--- src/rtl/spi_cfg_pkg.sv ---
`default_nettype none
// ============================================================================
// Module : spi_cfg_pkg
// Purpose: Shared definitions for the SPI configuration master. Holds the
//          peripheral register map, the frame width and the controller
//          state encoding.
// Ports  : none (package)
// Rev    : 1.0  initial release
// ============================================================================
package spi_cfg_pkg;

  // Peripheral register map
  localparam logic [6:0] EN_OUT_7_0  = 7'h00;
  localparam logic [6:0] EN_OUT_15_8 = 7'h01;
  localparam logic [6:0] EN_PWM_7_0  = 7'h02;
  localparam logic [6:0] EN_PWM_15_8 = 7'h03;
  localparam logic [6:0] PWM_DUTY    = 7'h04;
  localparam logic [6:0] ADDR_MAX    = 7'h04;

  // Frame = {write flag, 7-bit address, 8-bit data}
  localparam int FRAME_W = 16;

  typedef enum logic [2:0] {
    IDLE  = 3'd0,
    SETUP = 3'd1,
    SHIFT = 3'd2,
    HOLD  = 3'd3,
    GAP   = 3'd4
  } state_e;

  // True when the address targets an implemented register
  function automatic logic addr_ok(input logic [6:0] addr);
    return (addr <= ADDR_MAX);
  endfunction

endpackage
`default_nettype wire

--- src/rtl/spi_rr_arbiter.sv ---
`default_nettype none
// ============================================================================
// Module : spi_rr_arbiter
// Purpose: Two-way round-robin arbiter. When both requesters are valid the
//          one not granted last wins; a lone valid requester always wins.
//          The last-grant pointer only advances when a grant is consumed.
// Ports  : clk, rst_n      - clock, async active-low reset
//          valid_i[1:0]    - request valids
//          en_i            - grant is consumed this cycle if any is given
//          grant_o[1:0]    - one-hot grant (combinational)
//          last_grant_o    - requester granted most recently (1 = req1)
// Rev    : 1.0  initial release
// ============================================================================
module spi_rr_arbiter (
  input  logic       clk,
  input  logic       rst_n,
  input  logic [1:0] valid_i,
  input  logic       en_i,
  output logic [1:0] grant_o,
  output logic       last_grant_o
);

  logic last_q;
  logic last_d;

  always_comb begin
    grant_o = 2'b00;
    if (valid_i[0] && (!valid_i[1] || last_q)) begin
      grant_o[0] = 1'b1;
    end else if (valid_i[1]) begin
      grant_o[1] = 1'b1;
    end
  end

  always_comb begin
    last_d = last_q;
    if (en_i && (grant_o != 2'b00)) begin
      last_d = grant_o[1];
    end
  end

  // Reset value points at req1 so req0 wins the first contested cycle
  always_ff @(posedge clk or negedge rst_n) begin
    if (!rst_n) begin
      last_q <= 1'b1;
    end else begin
      last_q <= last_d;
    end
  end

  assign last_grant_o = last_q;

endmodule
`default_nettype wire

--- src/rtl/spi_cfg_master.sv ---
`default_nettype none
// ============================================================================
// Module : spi_cfg_master
// Purpose: Write-only SPI master for a small configuration peripheral.
//          Two requesters share the bus through a round-robin arbiter.
//          Each accepted write sends a 16-bit frame {1, addr, data} MSB
//          first, SPI mode 0 (sclk idle low, data changes on falling edge).
//          Writes to unimplemented addresses are dropped with an addr_err
//          pulse.
// Ports  : clk, rst_n                 - clock, async active-low reset
//          reqN_valid/addr/data/ready - requester N write handshake
//          ncs, sclk, copi            - registered SPI outputs
//          busy                       - controller not idle
//          addr_err                   - pulse: dropped out-of-range write
// Rev    : 1.0  initial release
// ============================================================================
module spi_cfg_master
  import spi_cfg_pkg::*;
#(
  parameter int HALF_PERIOD = 4,
  parameter int CS_GAP      = 8
) (
  input  logic       clk,
  input  logic       rst_n,
  input  logic       req0_valid,
  input  logic [6:0] req0_addr,
  input  logic [7:0] req0_data,
  output logic       req0_ready,
  input  logic       req1_valid,
  input  logic [6:0] req1_addr,
  input  logic [7:0] req1_data,
  output logic       req1_ready,
  output logic       ncs,
  output logic       sclk,
  output logic       copi,
  output logic       busy,
  output logic       addr_err
);

  localparam logic [7:0] HP_LAST  = 8'(HALF_PERIOD - 1);
  localparam logic [7:0] GAP_LAST = 8'(CS_GAP - 1);
  localparam logic [4:0] BIT_LAST = 5'(FRAME_W - 1);

  state_e              state_q, state_d;
  logic [7:0]          cnt_q, cnt_d;
  logic [4:0]          bit_q, bit_d;
  logic [FRAME_W-1:0]  frame_q, frame_d;
  logic                ncs_q, ncs_d;
  logic                sclk_q, sclk_d;
  logic                copi_q, copi_d;
  logic                addr_err_q, addr_err_d;

  logic       idle;
  logic       accept;
  logic [1:0] grant;
  logic [6:0] sel_addr;
  logic [7:0] sel_data;
  logic       rr_last_grant_unused;

  assign idle = (state_q == IDLE);

  spi_rr_arbiter u_arb (
    .clk          (clk),
    .rst_n        (rst_n),
    .valid_i      ({req1_valid, req0_valid}),
    .en_i         (idle),
    .grant_o      (grant),
    .last_grant_o (rr_last_grant_unused)
  );

  assign req0_ready = idle & grant[0];
  assign req1_ready = idle & grant[1];
  assign accept     = idle & (grant != 2'b00);
  assign sel_addr   = grant[1] ? req1_addr : req0_addr;
  assign sel_data   = grant[1] ? req1_data : req0_data;

  // Output registers are loaded with the value they must show in the next
  // state, so pin changes line up exactly with state transitions.
  always_comb begin
    state_d    = state_q;
    cnt_d      = cnt_q;
    bit_d      = bit_q;
    frame_d    = frame_q;
    ncs_d      = ncs_q;
    sclk_d     = sclk_q;
    copi_d     = copi_q;
    addr_err_d = 1'b0;

    unique case (state_q)
      IDLE: begin
        if (accept) begin
          if (addr_ok(sel_addr)) begin
            state_d = SETUP;
            cnt_d   = 8'd0;
            bit_d   = 5'd0;
            frame_d = {1'b1, sel_addr, sel_data};
            ncs_d   = 1'b0;
            sclk_d  = 1'b0;
            copi_d  = 1'b1;   // frame MSB is the write flag
          end else begin
            addr_err_d = 1'b1;
          end
        end
      end

      SETUP: begin
        if (cnt_q == HP_LAST) begin
          state_d = SHIFT;
          cnt_d   = 8'd0;
          sclk_d  = 1'b1;
        end else begin
          cnt_d = cnt_q + 8'd1;
        end
      end

      SHIFT: begin
        if (cnt_q == HP_LAST) begin
          cnt_d = 8'd0;
          if (sclk_q) begin
            // Falling edge: present next bit, or hand the final low
            // half-period over to HOLD after the last bit.
            sclk_d = 1'b0;
            bit_d  = bit_q + 5'd1;
            if (bit_q == BIT_LAST) begin
              state_d = HOLD;
            end else begin
              frame_d = {frame_q[FRAME_W-2:0], 1'b0};
              copi_d  = frame_q[FRAME_W-2];
            end
          end else begin
            sclk_d = 1'b1;
          end
        end else begin
          cnt_d = cnt_q + 8'd1;
        end
      end

      HOLD: begin
        if (cnt_q == HP_LAST) begin
          state_d = GAP;
          cnt_d   = 8'd0;
          ncs_d   = 1'b1;
          copi_d  = 1'b0;
        end else begin
          cnt_d = cnt_q + 8'd1;
        end
      end

      GAP: begin
        if (cnt_q == GAP_LAST) begin
          state_d = IDLE;
          cnt_d   = 8'd0;
          bit_d   = 5'd0;
        end else begin
          cnt_d = cnt_q + 8'd1;
        end
      end

      default: begin
        state_d = IDLE;
        cnt_d   = 8'd0;
        bit_d   = 5'd0;
        ncs_d   = 1'b1;
        sclk_d  = 1'b0;
        copi_d  = 1'b0;
      end
    endcase
  end

  always_ff @(posedge clk or negedge rst_n) begin
    if (!rst_n) begin
      state_q    <= IDLE;
      cnt_q      <= 8'd0;
      bit_q      <= 5'd0;
      frame_q    <= '0;
      ncs_q      <= 1'b1;
      sclk_q     <= 1'b0;
      copi_q     <= 1'b0;
      addr_err_q <= 1'b0;
    end else begin
      state_q    <= state_d;
      cnt_q      <= cnt_d;
      bit_q      <= bit_d;
      frame_q    <= frame_d;
      ncs_q      <= ncs_d;
      sclk_q     <= sclk_d;
      copi_q     <= copi_d;
      addr_err_q <= addr_err_d;
    end
  end

  assign ncs      = ncs_q;
  assign sclk     = sclk_q;
  assign copi     = copi_q;
  assign addr_err = addr_err_q;
  assign busy     = !idle;

endmodule
`default_nettype wire

--- config.mk ---
export PLATFORM = sky130hd
export DESIGN_NAME = spi_cfg_master
export DESIGN_NICKNAME = d
export VERILOG_FILES = /design/src/rtl/spi_cfg_pkg.sv /design/src/rtl/spi_rr_arbiter.sv /design/src/rtl/spi_cfg_master.sv
export SDC_FILE = /design/constraint.sdc
export NUM_CORES = 1
export LEC_CHECK = 0
export BUFFER_PORTS_ARGS = -buffer_cell sky130_fd_sc_hd__buf_2
export CAP_MARGIN = 30
export CORE_MARGIN = 2
export CORE_UTILIZATION = 59
export CTS_CLUSTER_SIZE = 12
export DETAILED_ROUTE_END_ITERATION = 10
export PLACE_DENSITY = 0.95
export SLEW_MARGIN = 20
export SYNTH_ARGS = -nofsm -noshare
export SYNTH_HDL_FRONTEND = slang
export SYNTH_SLANG_ARGS = --single-unit
--- constraint.sdc ---
create_clock -name clk -period 3 [get_ports clk]
set_clock_uncertainty 0.2 [all_clocks]
set_input_delay 0.6 -clock clk [delete_from_list [all_inputs] [get_ports clk]]
set_output_delay 0.6 -clock clk [all_outputs]
set_load 0.02 [all_outputs]
## Word level (Yosys, flattened, before mapping)

Index checks and enable logic that the tools add are counted.

| cells by class | value |
|---|---|
| $add $sub $neg | 2 |
| multipliers | 0 |
| divide/modulo/power cells | 0 |
| $lt $le $gt $ge | 1 |
| equality and inequality tests | 16 |
| shifts and indexed selects | 0 |
| mux-type cells | 48 |
| bitwise logic cells | 7 |
| reduce and logical (&&, ||, !) cells | 20 |

Operators by type and width:

| cell | number |
|---|---|
| $mux 15 | 5 |
| $mux 8 | 5 |
| $pmux 15 s2 | 1 |
| $mux 5 | 5 |
| $mux 3 | 8 |
| $pmux 8 s3 | 1 |
| $pmux 5 s4 | 1 |
| $mux 1 | 17 |
| $pmux 3 s5 | 1 |
| $ne 2x2->1 const B | 7 |
| $reduce_and 6->1 | 2 |
| $add 8x1->8 const B | 1 |
| $eq 8x2->1 const B | 1 |
| $eq 8x3->1 const B | 1 |
| $pmux 1 s4 | 2 |
| $reduce_and 8->1 | 1 |
| $le 7x3->1 const B | 1 |
| $mux 7 | 1 |
| $reduce_and 7->1 | 1 |
| $eq 3x2->1 const B | 2 |
| $reduce_or 2->1 | 3 |
| $reduce_or 3->1 | 2 |
| $add 5x1->5 const B | 1 |
| $eq 5x4->1 const B | 1 |
| 14 further kinds | 23 |

| storage, ports and cells | value |
|---|---|
| register bits after elaboration | 36 |
| latch bits | 0 |
| memory bits (writable) | 0 |
| bits in read-only memories | 0 |
| input port bits | 34 |
| output and inout bits | 7 |
| word-level logic and storage cells | 103 |
| memories | 0 |

## Depth between registers and ports, before layout

Gate-level depths: netlist (run 1).

| logic depth | value |
|---|---|
| word-level depth | 9 |
| gate-level depth with buffers | 8 |
| mapped depth without buffers | 7 |

## Hierarchy

Synthesis (run 1) repeated with hierarchy kept, for this count alone.

| second synthesis, totals | value |
|---|---|
| cells, all modules | 235 |
| area total of the unflattened synthesis | 2319.7 um^2 |

By module, submodules not included:

| module | times used | cells an instance | area each (um^2) | sequential area each (um^2) |
|---|---|---|---|---|
| spi_cfg_master | 1 | 229 | 2263.4 | 877.1 |
| spi_rr_arbiter | 1 | 6 | 56.3 | 26.3 |

## Worst setup path after synthesis (run 1)

Ideal clock, no wire load.

| path | value |
|---|---|
| kind | reg-to-output |
| start point | register state_q[2] |
| end point | output req1_ready |
| arrival time | 1662 ps |
| required time | 2200 ps |
| setup slack | 538 ps |
| stages on the path, launching flop included | 6 |
| buffers on the path | 2 |
| cells stage by stage | dfrtp_1 buf_4 nor3_1 clkbuf_1 inv_1 nor2_1 |

| between the ends | value |
|---|---|
| cells in the longest elaborated chain, start to end | 2 |

RTL lines:

| item | RTL line | RTL |
|---|---|---|
| from (decl) | spi_cfg_master.sv:44 | `state_e state_q, state_d;` |
| from (signal assigned) | spi_cfg_master.sv:181 | `state_q <= state_d;` |
| $logic_not 3->1 | spi_cfg_master.sv:60 | `assign idle = (state_q == IDLE);` |
| $and 1x1->1 | spi_cfg_master.sv:72 | `assign req1_ready = idle & grant[1];` |
| to (decl) | spi_cfg_master.sv:32 | `output logic req1_ready,` |

Every way passes these cells.

## Worst setup path after layout (run 1)

| path | value |
|---|---|
| start point | register state_q[2] |
| end point | output req0_ready |

| between the ends | value |
|---|---|
| cells in the longest elaborated chain, start to end | 2 |

RTL lines:

| item | RTL line | RTL |
|---|---|---|
| $logic_not 3->1 | spi_cfg_master.sv:60 |  |
| $and 1x1->1 | spi_cfg_master.sv:71 | `assign req0_ready = idle & grant[0];` |
| to (decl) | spi_cfg_master.sv:28 | `output logic req0_ready,` |

Every way passes these cells.

==> impl_metrics.xml, run 1 <==
<?xml version="1.0" encoding="UTF-8"?>
<metrics>
  <group name="clocking">
    <metric name="htreeDepth" unit="">2</metric>
    <metric name="clock_tree.buffer_depth" unit="">2</metric>
    <metric name="number_of_hold_buffers_added_after_cts" unit="">0</metric>
    <metric name="cts-resized-gates" unit="">0</metric>
    <metric name="cts_made_buffers" unit="">5</metric>
    <metric name="root_buffer" unit="">sky130_fd_sc_hd__clkbuf_4</metric>
    <metric name="post_cts.repair.setup_buffers" unit="">0</metric>
    <metric name="clock_sink_count" unit="">36</metric>
    <metric name="clk_pin_slew" unit="ps">110</metric>
    <metric name="tritoncts" unit="">built</metric>
    <metric name="worstSkewPairLatency" unit="ps">350</metric>
  </group>
  <group name="sta">
    <metric name="slew_headroom" unit="">0.4820</metric>
    <metric name="post-route-min-period" unit="ps">2681</metric>
    <metric name="tns" unit="ps">0</metric>
    <metric name="hold_ws" unit="ps">120.9</metric>
    <metric name="setup_violations" unit="">0</metric>
    <metric name="grt_setup_unrepaired" unit="">false</metric>
    <metric name="worst_pin_slew" unit="ps">777.1</metric>
    <metric name="final_hold_viol_count" unit="">0</metric>
    <metric name="layout_worst_path_cycle_share" unit="">0.8936</metric>
    <metric name="drv_slew" unit="">0</metric>
    <metric name="max_clock_freq" unit="MHz">373.0</metric>
  </group>
  <group name="die">
    <metric name="design.core.area" unit="sq um">3390</metric>
    <metric name="die_width" unit="um">63.81</metric>
    <metric name="floorplan.initialDensity" unit="">0.6227</metric>
    <metric name="pin_count" unit="">41</metric>
    <metric name="die_height" unit="um">63.81</metric>
    <metric name="std_cell_rows" unit="">21</metric>
    <metric name="die_area" unit="sq um">4072</metric>
  </group>
  <group name="run_status">
    <metric name="status" unit="">finished, final reports clean</metric>
  </group>
  <group name="routing">
    <metric name="route.final.wire_length" unit="mm">4.729</metric>
    <metric name="wl_per_cell" unit="um">14.29</metric>
    <metric name="final_antenna_net_count" unit="">0</metric>
    <metric name="route.detailed.drc" unit="">0</metric>
    <metric name="dr.pass1.iters" unit="">4</metric>
    <metric name="route.vias.total" unit="">1978</metric>
    <metric name="dr.first_iter.drc_count" unit="">123</metric>
    <metric name="viasPerCell" unit="">5.976</metric>
  </group>
  <group name="yosys">
    <metric name="synthXorXnorAreaFrac" unit="">0.008299</metric>
    <metric name="postSynth.asyncResetShare" unit="">1.000</metric>
    <metric name="synth_sequential_area_ratio" unit="">0.4280</metric>
    <metric name="post_synth_mux_area_share" unit="">0.01008</metric>
    <metric name="synth_simple_gate_area_share" unit="">0.2377</metric>
    <metric name="yosysMostFrequentCell" unit="">sky130_fd_sc_hd__nand2_1</metric>
    <metric name="post_synth_fa_ha_maj_area_fraction" unit="">0.01778</metric>
    <metric name="ys.warnings.count" unit="">0</metric>
    <metric name="synth_flop_cell" unit="">sky130_fd_sc_hd__dfrtp_1</metric>
    <metric name="dominant_combinational_cell_family_by_area_after_synthesis" unit="">compound AO/OA/AOI/OAI gates</metric>
    <metric name="avgSynthCellArea" unit="sq um">8.686</metric>
    <metric name="post_synth_edffs" unit="">0</metric>
    <metric name="synth_nets" unit="">280</metric>
    <metric name="yosys-top-cells-count" unit="">sky130_fd_sc_hd__nand2_1 (49), sky130_fd_sc_hd__dfrtp_1 (34), sky130_fd_sc_hd__nor2_1 (27)</metric>
    <metric name="synth_top_area_frac" unit="">0.4031</metric>
    <metric name="post_synthesis_cell_count" unit="">243</metric>
    <metric name="post_synth_instance_area" unit="sq um">2111</metric>
    <metric name="synth_compound_area_frac" unit="">0.2590</metric>
    <metric name="yosys_register_bits" unit="">36</metric>
    <metric name="synth.area.top_cells" unit="">sky130_fd_sc_hd__dfrtp_1 (40%), sky130_fd_sc_hd__nand2_1 (8.7%), sky130_fd_sc_hd__o22a_1 (5.8%), sky130_fd_sc_hd__a31oi_1 (5.3%), sky130_fd_sc_hd__nor2_1 (4.8%)</metric>
    <metric name="synth_cell_types" unit="">45</metric>
    <metric name="yosys.area.top_type" unit="">sky130_fd_sc_hd__dfrtp_1</metric>
  </group>
  <group name="power_and_ir_drop">
    <metric name="power.leakage" unit="uW">0.001079</metric>
    <metric name="totalPowerFinal" unit="uW">2596</metric>
    <metric name="power_per_cell_area" unit="nW/um^2">1073</metric>
    <metric name="worst_ir_drop_vdd" unit="V">0.0006656</metric>
  </group>
  <group name="finish">
    <metric name="syn2layout_area_growth" unit="%">14.64</metric>
    <metric name="multi_input_area" unit="sq um">1130</metric>
    <metric name="antenna_cells_inserted" unit="">0</metric>
    <metric name="fin_nets" unit="">321</metric>
    <metric name="final_layout_size_suffix_gt1_frac" unit="">0.2316</metric>
    <metric name="seqCellArea" unit="sq um">903.4</metric>
    <metric name="fillers" unit="">249</metric>
  </group>
  <group name="critical_path">
    <metric name="critical_path.slowest_cell" unit="">sky130_fd_sc_hd__dfrtp_1</metric>
    <metric name="worst_setup_path_end_kind" unit="">output port</metric>
    <metric name="worst-endpoint-required" unit="ps">2200</metric>
    <metric name="cp_data_arrival_time" unit="ps">1880</metric>
    <metric name="cp-start-kind" unit="">flip-flop</metric>
    <metric name="worst_path_maximum_fanout" unit="">16</metric>
    <metric name="cell_breakdown_of_the_critical_path" unit="">nor3_2 &gt; nand2_1 &gt; a21oi_1 &gt; buf_2</metric>
    <metric name="critical_path_class" unit="">reg2out</metric>
    <metric name="critical_path.top_delay_family" unit="">flip-flops</metric>
    <metric name="slowest_delay" unit="ps">600</metric>
    <metric name="critical_path.n_buffers_inverters" unit="">1</metric>
  </group>
  <group name="global_route">
    <metric name="grt_pass1_wl" unit="mm">8.162</metric>
    <metric name="first_global_vias" unit="">1830</metric>
    <metric name="grt_overflow_total" unit="">0</metric>
    <metric name="total_routing_resource_utilization_after_global_routing" unit="">0.2568</metric>
    <metric name="pin_count_of_the_biggest_net_entering_global_routing" unit="">37</metric>
    <metric name="antenna_violations_before_repair" unit="">0</metric>
  </group>
  <group name="place">
    <metric name="hpwl" unit="mm">3.417</metric>
    <metric name="port_buffers" unit="">40</metric>
    <metric name="globalplace.congestion" unit="">0.9619</metric>
  </group>
  <group name="min_path">
    <metric name="worstHoldPathType" unit="">in2async</metric>
  </group>
  <group name="run">
    <metric name="max_cap_viol_count" unit="">0</metric>
  </group>
</metrics>
-- per-layer routing --
layer  track usage  vias up  part of all wire
li1              -      969                 -
met2        0.4154       64              0.49
met5             0        -                 0
met1        0.3353      938              0.44
met4        0.1141        0             0.018
met3       0.04930        7             0.053
-- per-stage QoR --
stage | worst slack, ps | util | cells | instance area (sq um)
after floorplan | 538.4 | - | 243 | 2111
after global placement | 682.8 | 0.6958 | 323 | 2359
after detailed placement | 631.5 | 0.6958 | 323 | 2359
after CTS | 338.1 | 0.7139 | 331 | 2420
after global routing | 209.4 | 0.7139 | 331 | 2420
final | 319.2 | 0.7139 | 331 | 2420
-- where the power goes --
group | total [uW] | switching, uW | internal (uW)
sequential | 901 | 213 | 688
clock | 273 | 161 | 111
combinational | 1420 | 832 | 589
-- placed cells by master, fill, tap and decap left out, types with 3 or more instances in the layout --
cell type                  Yosys  final
sky130_fd_sc_hd__a31oi_1      18     18
sky130_fd_sc_hd__buf_4         1      6
sky130_fd_sc_hd__inv_1         6      6
sky130_fd_sc_hd__a21oi_1      11     11
sky130_fd_sc_hd__nand2_1      49     49
sky130_fd_sc_hd__nand3_1       6      6
sky130_fd_sc_hd__ha_1          3      3
sky130_fd_sc_hd__o22a_1       14     14
sky130_fd_sc_hd__dfrtp_1      34     34
sky130_fd_sc_hd__and3_1        5      5
sky130_fd_sc_hd__a211oi_1      4      4
sky130_fd_sc_hd__clkbuf_4      0      5
sky130_fd_sc_hd__buf_2         2     40
sky130_fd_sc_hd__nor2_1       27     27
sky130_fd_sc_hd__o21ai_0      14     14
-- sequential cells by signal (all words and copies together) (netlist names) --
name                count
addr_err                1
copi                    1
sclk                    1
ncs                     1
state_q                 3
u_arb.last_grant_o      1
frame_q                15
cnt_q                   8
bit_q                   5
-- kinds of logic after synthesis --
group,after synthesis
AND/OR/NAND/NOR,105
AO/OA/AOI/OAI,77
flip-flops,36
buffers and inverters,18
adder cells (fa/ha/maj),3
XOR/XNOR,2
multiplexers,2
-- cell type report --
cell class                      instances  area share
Sequential cell                        36      0.3733
Inverter                                6    0.009307
Clock buffer                            6     0.02120
Tap cell                               46     0.02378
Clock inverter                          2    0.004137
Timing Repair Buffer                   46      0.1013
Multi-Input combinational cell        189      0.4669
-- worst paths after layout --
check                                start          to  slack, ps  cells past startpoint
max in group asynchronous            rst_n        sclk       1980                      1
min in group clk                  bit_q[3]    bit_q[3]        280                      1
worst max register to register  state_q[2]    bit_q[3]        620                      5
worst min register to register    bit_q[3]    bit_q[3]        280                      1
worst min-delay path                 rst_n        copi        120                      1
worst max-delay path            state_q[2]  req0_ready        320                      4
-- worst reg2reg max path: stages (launching register included) --
cell and delay (ps):
sky130_fd_sc_hd__dfrtp_1 720, sky130_fd_sc_hd__nor2_1 210, sky130_fd_sc_hd__and2_1 280, sky130_fd_sc_hd__a22oi_2 240
sky130_fd_sc_hd__nand4_2 270, sky130_fd_sc_hd__o41ai_1 360
Note: power is estimated with default switching activity, not from simulation.
==> inputs of run 2 (changes only) <==
--- a/config.mk
+++ b/config.mk
@@ -8,10 +8,10 @@
 export BUFFER_PORTS_ARGS = -buffer_cell sky130_fd_sc_hd__buf_2
 export CAP_MARGIN = 30
 export CORE_MARGIN = 2
-export CORE_UTILIZATION = 59
+export CORE_UTILIZATION = 31
 export CTS_CLUSTER_SIZE = 12
 export DETAILED_ROUTE_END_ITERATION = 10
-export PLACE_DENSITY = 0.95
+export PLACE_DENSITY = 0.61
 export SLEW_MARGIN = 20
 export SYNTH_ARGS = -nofsm -noshare
 export SYNTH_HDL_FRONTEND = slang
==> run 2 against run 1 <==
Power up 6.9%; clock power up 69%; final cell count up 11%; count of clock-buffer cells in the layout up 1; maximum frequency up 3.0%; non-clock buffer count up 1; sequential power down 4.4%; worst setup slack better by 79 ps; utilization down 33 points; largest cell class unchanged; largest power group unchanged.
==> impl_metrics.xml, run 2 (synthesis results as in run 1) <==
<?xml version="1.0" encoding="UTF-8"?>
<metrics>
  <group name="routing">
    <metric name="route.vias.total" unit="">1967</metric>
    <metric name="wl_per_cell" unit="um">13.71</metric>
    <metric name="dr.pass1.iters" unit="">4</metric>
    <metric name="dr.first_iter.drc_count" unit="">80</metric>
    <metric name="route.final.wire_length" unit="mm">5.018</metric>
    <metric name="route.detailed.drc" unit="">0</metric>
    <metric name="final_antenna_net_count" unit="">0</metric>
    <metric name="viasPerCell" unit="">5.374</metric>
  </group>
  <group name="global_route">
    <metric name="grt_pass1_wl" unit="mm">8.452</metric>
    <metric name="grt_overflow_total" unit="">0</metric>
    <metric name="total_routing_resource_utilization_after_global_routing" unit="">0.1400</metric>
    <metric name="pin_count_of_the_biggest_net_entering_global_routing" unit="">37</metric>
    <metric name="antenna_violations_before_repair" unit="">0</metric>
    <metric name="first_global_vias" unit="">1777</metric>
  </group>
  <group name="sta">
    <metric name="worst_pin_slew" unit="ps">798.3</metric>
    <metric name="hold_ws" unit="ps">197.7</metric>
    <metric name="grt_setup_unrepaired" unit="">false</metric>
    <metric name="slew_headroom" unit="">0.4678</metric>
    <metric name="post-route-min-period" unit="ps">2602</metric>
    <metric name="tns" unit="ps">0</metric>
    <metric name="final_hold_viol_count" unit="">0</metric>
    <metric name="layout_worst_path_cycle_share" unit="">0.8674</metric>
    <metric name="final_critical_path_setup_slack" unit="ps">397.9</metric>
    <metric name="drv_slew" unit="">0</metric>
    <metric name="max_clock_freq" unit="MHz">384.3</metric>
    <metric name="setup_violations" unit="">0</metric>
  </group>
  <group name="clocking">
    <metric name="number_of_hold_buffers_added_after_cts" unit="">0</metric>
    <metric name="worstSkewPairLatency" unit="ps">280</metric>
    <metric name="clock_sink_count" unit="">36</metric>
    <metric name="post_cts.repair.setup_buffers" unit="">0</metric>
    <metric name="cts-resized-gates" unit="">0</metric>
    <metric name="cts_made_buffers" unit="">5</metric>
    <metric name="clock_tree.buffer_depth" unit="">2</metric>
    <metric name="htreeDepth" unit="">2</metric>
    <metric name="clk_pin_slew" unit="ps">70</metric>
    <metric name="root_buffer" unit="">sky130_fd_sc_hd__clkbuf_8</metric>
    <metric name="tritoncts" unit="">built</metric>
  </group>
  <group name="place">
    <metric name="dpl_cell_area" unit="sq um">2409</metric>
    <metric name="hpwl" unit="mm">3.676</metric>
    <metric name="port_buffers" unit="">40</metric>
    <metric name="globalplace.congestion" unit="">0.8313</metric>
    <metric name="pre_cts_worst_setup_slack" unit="ps">319.9</metric>
  </group>
  <group name="critical_path">
    <metric name="worst_setup_path_end_kind" unit="">output port</metric>
    <metric name="slowest_delay" unit="ps">500</metric>
    <metric name="worst_path_maximum_fanout" unit="">15</metric>
    <metric name="critical_path_class" unit="">reg2out</metric>
    <metric name="cp-start-kind" unit="">flip-flop</metric>
    <metric name="critical_path.top_delay_family" unit="">buffers and inverters</metric>
    <metric name="critical_path.n_buffers_inverters" unit="">3</metric>
    <metric name="cp_data_arrival_time" unit="ps">1800</metric>
    <metric name="critical_path.slowest_cell" unit="">sky130_fd_sc_hd__dfrtp_1</metric>
    <metric name="worst-endpoint-required" unit="ps">2200</metric>
    <metric name="cell_breakdown_of_the_critical_path" unit="">nor3_2 &gt; buf_4 &gt; inv_1 &gt; nor2_1 &gt; buf_2</metric>
  </group>
  <group name="finish">
    <metric name="syn2layout_area_growth" unit="%">20.09</metric>
    <metric name="fin_nets" unit="">322</metric>
    <metric name="reg.largest.list" unit="">frame_q x15, cnt_q x8, bit_q x5</metric>
    <metric name="antenna_cells_inserted" unit="">0</metric>
    <metric name="layout.cells.most_common_list" unit="">sky130_fd_sc_hd__nand2_1 (49), sky130_fd_sc_hd__buf_2 (40), sky130_fd_sc_hd__dfrtp_1 (34), sky130_fd_sc_hd__nor2_1 (27), sky130_fd_sc_hd__a31oi_1 (18)</metric>
    <metric name="largest_register_ff_count" unit="">15</metric>
    <metric name="fin_area" unit="sq um">2535</metric>
    <metric name="final_layout_size_suffix_gt1_frac" unit="">0.2343</metric>
    <metric name="max_flop_register" unit="">frame_q</metric>
    <metric name="finalCoreUtilization" unit="">0.3794</metric>
    <metric name="final_common_cell" unit="">sky130_fd_sc_hd__nand2_1</metric>
  </group>
  <group name="die">
    <metric name="pin_count" unit="">41</metric>
    <metric name="die_height" unit="um">86.52</metric>
    <metric name="die_width" unit="um">86.52</metric>
    <metric name="floorplan.initialDensity" unit="">0.3159</metric>
    <metric name="die_area" unit="sq um">7485</metric>
    <metric name="std_cell_rows" unit="">30</metric>
    <metric name="design.core.area" unit="sq um">6681</metric>
  </group>
  <group name="min_path">
    <metric name="worstHoldPathType" unit="">in2async</metric>
  </group>
  <group name="run">
    <metric name="max_cap_viol_count" unit="">0</metric>
  </group>
  <group name="power_and_ir_drop">
    <metric name="worst_ir_drop_vdd" unit="V">0.0004731</metric>
    <metric name="power_per_cell_area" unit="nW/um^2">1094</metric>
    <metric name="power.leakage" unit="uW">0.001111</metric>
  </group>
  <group name="run_status">
    <metric name="status" unit="">finished, final reports clean</metric>
  </group>
</metrics>
[run 2: final cells by class]
cell class                      instances  area [sq um]
Sequential cell                        36         903.4
Inverter                                6         22.52
Clock inverter                          1         30.03
Tap cell                               80         100.1
Timing Repair Buffer                   47         252.7
Multi-Input combinational cell        189          1130
Clock buffer                            7         96.34
Fill cell                             686          4146
[run 2: worst register-to-register path, cell delays in order, from the launching register on]
cell	delay, ps
sky130_fd_sc_hd__dfrtp_1	500
sky130_fd_sc_hd__nor3_2	390
sky130_fd_sc_hd__buf_4	300
sky130_fd_sc_hd__o211ai_2	190
sky130_fd_sc_hd__nand3_4	230
sky130_fd_sc_hd__nor3_4	60
sky130_fd_sc_hd__buf_4	200
sky130_fd_sc_hd__o22a_1	210
[run 2: path summary, 6_finish.rpt]
path / from / endpoint / depth (start not counted) / slack [ps]
worst max-delay path: state_q[2] / req1_ready / 5 / 400
worst min-delay path: rst_n / cnt_q[3] / 1 / 200
worst max register to register: state_q[2] / frame_q[11] / 7 / 620
worst min register to register: bit_q[4] / bit_q[4] / 2 / 270
max in group asynchronous: rst_n / bit_q[2] / 1 / 1900
min in group clk: bit_q[4] / bit_q[4] / 2 / 270
[run 2: per-stage QoR]
stage                     total power, uW  std cells
after global placement               2304        358
after floorplan                      1971        243
after global routing                 3026        366
after detailed placement             2330        358
final                                2774        366
after CTS                            2795        366
[run 2: routing by layer]
layer  GRT usage  part of all wire
met5           0                 0
met4     0.03409             0.013
met1      0.2036              0.49
met3     0.03048             0.039
met2      0.2126              0.46
[run 2: power by group]
part | leakage [uW] | switching (uW) | internal [uW]
registers | 0.000435 | 170 | 691
logic | 0.000612 | 861 | 589
clock network | 0.0000645 | 169 | 293
total | 0.00111 | 1200 | 1570
